File: config.mk
export PLATFORM = sky130hd
export DESIGN_NAME = adc_spi_responder
export DESIGN_NICKNAME = d
export VERILOG_FILES = /design/src/rtl/adc_spi_responder.sv
export SDC_FILE = /design/constraint.sdc
export NUM_CORES = 1
export LEC_CHECK = 0
export ABC_CLOCK_PERIOD_IN_PS = 5600
export CAP_MARGIN = 0
export CORE_AREA = 10 10 72 74
export DETAILED_ROUTE_END_ITERATION = 10
export DIE_AREA = 0 0 82 84
export PLACE_DENSITY = 0.89
export SETUP_SLACK_MARGIN = 0.3
export SYNTH_ARGS = -nofsm -noshare
export SYNTH_HDL_FRONTEND = slang
export SYNTH_SLANG_ARGS = --single-unit
File: constraint.sdc
create_clock -name clk -period 5.6 [get_ports clk]
set_clock_uncertainty 0.05 [all_clocks]
set_input_delay 0.84 -clock clk [delete_from_list [all_inputs] [get_ports clk]]
set_output_delay 0.84 -clock clk [all_outputs]
set_load 0.02 [all_outputs]
File: src/rtl/adc_spi_responder.sv
`default_nettype none
// ============================================================================
// Module      : adc_spi_responder
// Description : SPI-style responder for a four-channel ADC. Each 16-sclk frame
//               shifts out {4'b0000, ch[cur_channel]} MSB first and captures a
//               2-bit channel address (rises 3 and 4) that selects the channel
//               returned in the following frame. sclk and cs_n are in the clk
//               domain and are edge-detected against registered copies.
// Revision    : 1.0 - initial release
// ============================================================================
module adc_spi_responder (
    input  logic        clk,
    input  logic        reset_n,
    input  logic        cs_n,
    input  logic        sclk,
    input  logic        din,
    input  logic [11:0] ch0_data,
    input  logic [11:0] ch1_data,
    input  logic [11:0] ch2_data,
    input  logic [11:0] ch3_data,
    output logic        dout,
    output logic        frame_done,
    output logic        frame_abort,
    output logic [1:0]  cur_channel
);

    typedef enum logic [1:0] {
        ST_IDLE   = 2'd0,
        ST_ACTIVE = 2'd1,
        ST_DONE   = 2'd2
    } state_t;

    localparam logic [3:0]  C_BIT_TOP    = 4'd15;
    localparam logic [4:0]  C_LAST_EDGE  = 5'd16;
    localparam logic [4:0]  C_ADDR_HI_EDGE = 5'd3;
    localparam logic [4:0]  C_ADDR_LO_EDGE = 5'd4;

    state_t       r_state;
    state_t       w_state_next;

    logic         r_sclk_q;
    logic         r_cs_q;
    logic         w_sclk_rise;
    logic         w_sclk_fall;
    logic         w_cs_rise;
    logic         w_cs_fall;

    logic [3:0]   r_bit_cnt;
    logic [3:0]   w_bit_cnt_next;
    logic [4:0]   r_edge_cnt;
    logic [4:0]   w_edge_cnt_next;
    logic [4:0]   w_edge_inc;
    logic [15:0]  r_snapshot;
    logic [15:0]  w_snapshot_next;
    logic [1:0]   r_addr_next;
    logic [1:0]   w_addr_next_next;
    logic [1:0]   r_cur_channel;
    logic [1:0]   w_cur_channel_next;
    logic         r_frame_abort;
    logic         w_frame_abort_next;
    logic         r_fall_pending;
    logic         w_fall_pending_next;
    logic         w_start;
    logic [11:0]  w_ch_sel;

    assign w_sclk_rise =  sclk & ~r_sclk_q;
    assign w_sclk_fall = ~sclk &  r_sclk_q;
    assign w_cs_rise   =  cs_n & ~r_cs_q;
    assign w_cs_fall   = ~cs_n &  r_cs_q;

    // A frame starts on a fresh cs_n fall, or on one that arrived during DONE
    // provided cs_n is still low when we get back to IDLE.
    assign w_start    = w_cs_fall | (r_fall_pending & ~cs_n);
    assign w_edge_inc = r_edge_cnt + 5'd1;

    // Channel mux feeding the snapshot load at frame start.
    always_comb begin
        w_ch_sel = ch0_data;
        case (r_cur_channel)
            2'd0:    w_ch_sel = ch0_data;
            2'd1:    w_ch_sel = ch1_data;
            2'd2:    w_ch_sel = ch2_data;
            2'd3:    w_ch_sel = ch3_data;
            default: w_ch_sel = ch0_data;
        endcase
    end

    // Edge-detect history registers for sclk and cs_n.
    always_ff @(posedge clk or negedge reset_n) begin
        if (!reset_n) begin
            r_sclk_q <= 1'b0;
            r_cs_q   <= 1'b1;
        end else begin
            r_sclk_q <= sclk;
            r_cs_q   <= cs_n;
        end
    end

    // FSM state register.
    always_ff @(posedge clk or negedge reset_n) begin
        if (!reset_n) begin
            r_state <= ST_IDLE;
        end else begin
            r_state <= w_state_next;
        end
    end

    // Next-state and datapath update decisions.
    always_comb begin
        w_state_next        = r_state;
        w_bit_cnt_next      = r_bit_cnt;
        w_edge_cnt_next     = r_edge_cnt;
        w_snapshot_next     = r_snapshot;
        w_addr_next_next    = r_addr_next;
        w_cur_channel_next  = r_cur_channel;
        w_frame_abort_next  = 1'b0;
        w_fall_pending_next = r_fall_pending;

        case (r_state)
            ST_IDLE: begin
                w_fall_pending_next = 1'b0;
                // Any sclk rise in the start cycle is deliberately not counted.
                if (w_start) begin
                    w_state_next     = ST_ACTIVE;
                    w_bit_cnt_next   = C_BIT_TOP;
                    w_edge_cnt_next  = 5'd0;
                    w_snapshot_next  = {4'b0000, w_ch_sel};
                    w_addr_next_next = 2'b00;
                end
            end

            ST_ACTIVE: begin
                if (w_sclk_rise && (r_edge_cnt < C_LAST_EDGE)) begin
                    // A 16th rise completes the frame even if cs_n rises with it.
                    w_edge_cnt_next = w_edge_inc;
                    if (w_edge_inc == C_ADDR_HI_EDGE) begin
                        w_addr_next_next[1] = din;
                    end
                    if (w_edge_inc == C_ADDR_LO_EDGE) begin
                        w_addr_next_next[0] = din;
                    end
                    if (w_edge_inc == C_LAST_EDGE) begin
                        w_state_next = ST_DONE;
                    end else if (w_cs_rise) begin
                        w_state_next       = ST_IDLE;
                        w_frame_abort_next = 1'b1;
                        w_addr_next_next   = 2'b00;
                    end
                end else if (w_cs_rise) begin
                    w_state_next       = ST_IDLE;
                    w_frame_abort_next = 1'b1;
                    w_addr_next_next   = 2'b00;
                end else if (w_sclk_fall && (r_bit_cnt != 4'd0)) begin
                    w_bit_cnt_next = r_bit_cnt - 4'd1;
                end
            end

            ST_DONE: begin
                w_state_next       = ST_IDLE;
                w_cur_channel_next = r_addr_next;
                if (w_cs_fall) begin
                    w_fall_pending_next = 1'b1;
                end
            end

            default: begin
                w_state_next = ST_IDLE;
            end
        endcase
    end

    // Datapath registers.
    always_ff @(posedge clk or negedge reset_n) begin
        if (!reset_n) begin
            r_bit_cnt      <= C_BIT_TOP;
            r_edge_cnt     <= 5'd0;
            r_snapshot     <= 16'h0000;
            r_addr_next    <= 2'b00;
            r_cur_channel  <= 2'b00;
            r_frame_abort  <= 1'b0;
            r_fall_pending <= 1'b0;
        end else begin
            r_bit_cnt      <= w_bit_cnt_next;
            r_edge_cnt     <= w_edge_cnt_next;
            r_snapshot     <= w_snapshot_next;
            r_addr_next    <= w_addr_next_next;
            r_cur_channel  <= w_cur_channel_next;
            r_frame_abort  <= w_frame_abort_next;
            r_fall_pending <= w_fall_pending_next;
        end
    end

    // dout is gated by cs_n so it drops in the very cycle cs_n goes high.
    assign dout        = (r_state == ST_ACTIVE) & ~cs_n & r_snapshot[r_bit_cnt];
    assign frame_done  = (r_state == ST_DONE);
    assign frame_abort = r_frame_abort;
    assign cur_channel = r_cur_channel;

endmodule
`default_nettype wire

## Word-level counts from Yosys, hierarchy flattened

Index checks and enable logic that the tools add are counted.

- Bitwise gates (word level): 12
- Equality and inequality tests: 15
- Reduce and logical (&&, ||, !) cells: 12
- Order comparisons: 2
- Add/subtract/negate cells: 2
- Multiplexer cells: 30

Operators with widths:

| cell | number |
|---|---|
| one-hot mux 12 bit (4 select lines) | 1 |
| 2-to-1 mux 2 bit | 9 |
| 2-to-1 mux 4 bit | 4 |
| 2-to-1 mux 5 bit | 2 |
| inequality test 2 bit (second input constant) | 5 |
| one-hot mux 5 bit (2 select lines) | 1 |
| 2-to-1 mux 1 bit | 8 |
| one-hot mux 2 bit (2 select lines) | 2 |
| one-hot mux 4 bit (2 select lines) | 1 |
| bitwise AND 1 bit | 7 |
| == test 2 bit (second input constant) | 3 |
| AND reduction 3 bit | 2 |
| adder 5 x 1 -> 5 bit (second input constant) | 1 |
| == test 5 x 2 -> 1 bit (second input constant) | 1 |
| == test 5 x 3 -> 1 bit (second input constant) | 1 |
| == test 5 bit (second input constant) | 1 |
| < comparator 4 x 5 -> 1 bit (second input constant) | 1 |
| < comparator 5 bit (second input constant) | 1 |
| AND reduction 5 bit | 1 |
| binary-select mux 1 bit (select 4 bit) | 1 |
| == test 2 x 1 -> 1 bit (second input constant) | 2 |
| logical NOT 2 bit | 2 |
| inverter 1 bit | 4 |
| AND reduction 2 bit | 2 |
| other kinds (8) | 10 |

- Output and inout bits: 5
- Flip-flop bits (word level): 31

## Longest topological paths before layout

- Depth after elaboration: 7
- Depth in mapped cells: 8
- Mapped depth without buffers: 7

## Least setup slack after synthesis

OpenSTA, ideal clock, no wires.

- Path kind: register to output
- Start point: reg r_bit_cnt[0]
- End point: out dout
- Path buffers: 1
- Slack: 3144 ps
- Arrival: 1566 ps
- Stages on the path, launching flop included: 7
- Cell sequence: dfstp_2 buf_2 mux4_2 nand2_1 a21oi_1 a31oi_1 nor3_1

- Word-level cells in the longest chain between the ends: 3

Ends and longest elaborated chain:

| element | RTL line | RTL |
|---|---|---|
| start, declared | 48 | `logic [3:0] r_bit_cnt;` |
| start signal, assigned | 183 | `r_bit_cnt <= w_bit_cnt_next;` |
| binary-select mux 1 bit (select 4 bit) | 194 | `assign dout = (r_state == ST_ACTIVE) & ~cs_n & r_snapshot[r_bit_cnt];` |
| 2-to-1 mux 1 bit (implied by the code) | 194 |  |
| bitwise AND 1 bit | 194 |  |
| end, declared | 21 | `output logic dout,` |

No other way between the ends. The select of a mux whose other input is x is not followed.

## Worst setup path after layout

Ends and elaborated chain as after synthesis.

==> metrics <==
fraction of synthesized area in multiplexers=0.197; Crit. End Element=output pin; hold_buf cts=0; top_reg_cell synth=dfrtp_1; cells after synthesis=180; Post-synth EDFFs=0; CP bufs+invs=1; Die Area=~0.007 sq mm; final number of setup-violating endpoints=0; vias in the first global route=approximately 1,700; row count=23; CP max-delay cell=dfstp_2; post-cts resize count=0; fin crit share=0.575; I/O Buffers=57; initial antenna violation count=0; Slew HR=0.322; most frequent cells in the layout=57 x clkdlybuf4s50_1, 46 x nand2_1, 26 x dfrtp_1; design area=0.00254 sq mm; Clock power frac=0.263; Die H=between 80 and 90 microns; DR vias/cell=5.46; ys async rst share=1.00; Gate power share=0.276; top-area cell type share of the netlist area=0.356; drt wl/cell=between 15 and 20 microns; fmax=between 300 and 400 MHz; Sw Share=0.307; Max Cap Viol=0; Crit path max-delay family=flip-flops; Clk pin slew, worst setup/hold paths=about 0.060 ns; # diodes=0; placed cell area=0.00244 sq mm; pwr dens=289 mW/mm^2; crit path DAT=2.33 ns; worst min path class=reg -> reg; synthesized area=0.00183 sq mm; LEAKAGE=1.07 nW; Clock Path Buffers=2; Synth Area in XOR/XNOR=0.00480; syn nets=237; outcome=finished, final reports clean; Area growth syn-to-layout=38.9%; Synthesis Warnings=0; Routed WL=4520 microns; Setup TNS=0 ns; GR Util All Layers=0.143; first-pass GRT wire length=around 7700 microns; Power Total=0.000733 W; RSZ-0062 raised after global routing=false; antenna viol nets, final=0; sw power=0.000225 W; nets=295; RePlAce Congestion=0.810; synth top area cells=dfrtp_1 36%, mux4_2 19%, nand2_1 9.5%; clk_lat worst skew=0.29 ns; largest net degree at the start of global routing=32; sequential fraction of design power=0.461; layout cells sized above 1=0.134; worst setup margin=about 2.4 ns; post-CTS setup repair buffer count=0; Inserted Clock Buffers=5; largest family of logic cells by synthesized area=simple AND/OR/NAND/NOR gates; CP max FO=7; CP max stage delay=0.61 ns; Die Width=slightly above 80 microns; crit path time final=around 3.2 ns; grt ovf=0; Req. time, crit path=4.71 ns; critical path type=reg -> out; DRT Pass-1 Iters=5; DRT iter0 DRCs=120; cell taking the most area after synthesis=dfrtp_1; Root Driver=clkbuf_8; startpoint types=flop; post-synthesis simple-gate area fraction=0.201; complex-gate fraction of the synthesized area=0.108; commonest non-fill, non-tap cell in the layout=clkdlybuf4s50_1; clk sinks=31; Starting Density=0.473; Placement Setup Slack=2.59 ns; P_int=0.000508 W; VDD IR max=0.161 mV; Max Slew Vio Count=0; CTS tree=done; Synth Area per Inst=10.1 sq um; adder-cell area share of the yosys netlist=0.0274; core outline area=0.00386 sq mm; post-synthesis sequential element count=31; crit path cell chain=mux4_2 -> nand2_1 -> a21oi_1 -> a31oi_1 -> nor3_1 -> clkdlybuf4s50_1; final hold viol count=0; post-synthesis cell type count=34; slew of the pin with the lowest slew margin=1.01 ns; io pins=58; register area share after synthesis=0.428; post-DP HPWL=about 3600 microns; DR vias=1,578; DRC=0; H-tree depth=2
==> cell families (layout without fill, tap and decap cells) <==
group / Yosys count / count (layout)
AOI/OAI and AO/OA: 31 / 31
xor gates and xnor gates: 1 / 1
adders and majority gates: 4 / 4
buffers and inverters: 15 / 74
DFF: 31 / 31
muxes: 17 / 17
and+or+nand+nor: 81 / 81
==> stage by stage <==
step / std cells / utilization / hold slack (ns)
3_3_place_gp: 281 / 0.632 / 0.409
2_1_floorplan: 180 / - / 0.390
6_report: 289 / 0.658 / 0.432
3_5_place_dp: 281 / 0.632 / 0.418
5_1_grt: 289 / 0.658 / 0.463
4_1_cts: 289 / 0.658 / 0.431
==> power by group through the flow <==
stage / clock (W) / sequential [W] / combinational (W)
after CTS: 0.000196 / 0.000338 / 0.000204
after global placement: 0 / 0.000337 / 0.000192
final: 0.000193 / 0.000338 / 0.000202
after detailed placement: 0 / 0.000342 / 0.000202
after floorplan: 0 / 0.000319 / 0.000142
after global routing: 0.000205 / 0.000349 / 0.000227
==> registers in the layout, summed over array words and instances, names as in the netlist <==
| name | count |
|---|---|
| frame_abort | 1 |
| r_fall_pending | 1 |
| r_bit_cnt | 4 |
| cur_channel | 2 |
| r_addr_next | 2 |
| r_sclk_q | 1 |
| r_snapshot | 12 |
| r_cs_q | 1 |
| r_state | 2 |
| r_edge_cnt | 5 |
==> worst paths after layout <==
kind,from,end,slack (ns),depth (start not counted)
hold / removal,r_snapshot[1],r_snapshot[1],0.43,2
hold reg to reg,r_snapshot[1],r_snapshot[1],0.43,2
setup reg to reg,r_bit_cnt[0],r_bit_cnt[3],3.47,7
max in group asynchronous,reset_n,r_bit_cnt[0],4.30,2
min in group asynchronous,reset_n,r_edge_cnt[1],0.89,2
setup / recovery,r_bit_cnt[0],dout,2.38,6
==> cell usage after synthesis, drive strengths merged, types with 3 or more instances <==
master and instances:
dfstp 5, buf 3, mux4 15, o21ai 10, dfrtp 26, a21oi 7
inv 8, ha 4, clkbuf 4, and3 3, nor2 13, a31oi 3
nor2b 3, nand3 4, nand2 46
==> worst min-delay path: cells and delay by family (launching register included) <==
kind | cells | cell delay (ns)
DFF | 1 | 0.34
and+or+nand+nor | 2 | 0.12
==> per-layer routing <==
metal	track usage	wire, microns	up-vias
met4	0.0697	100	0
met2	0.220	2200	59
met3	0.0776	465	8
met5	0	0	-
li1	-	-	764
met1	0.152	1750	747
==> layout make-up <==
type                       count  area, sq um
fill                         293         1320
multi-input combinational    134          983
sequential                    31          782
timing repair buffer          58          578
clock buffer                   8          100
tap                           50         62.6
inverter                       8         30.0
Note: power is estimated with default switching activity, not from simulation.
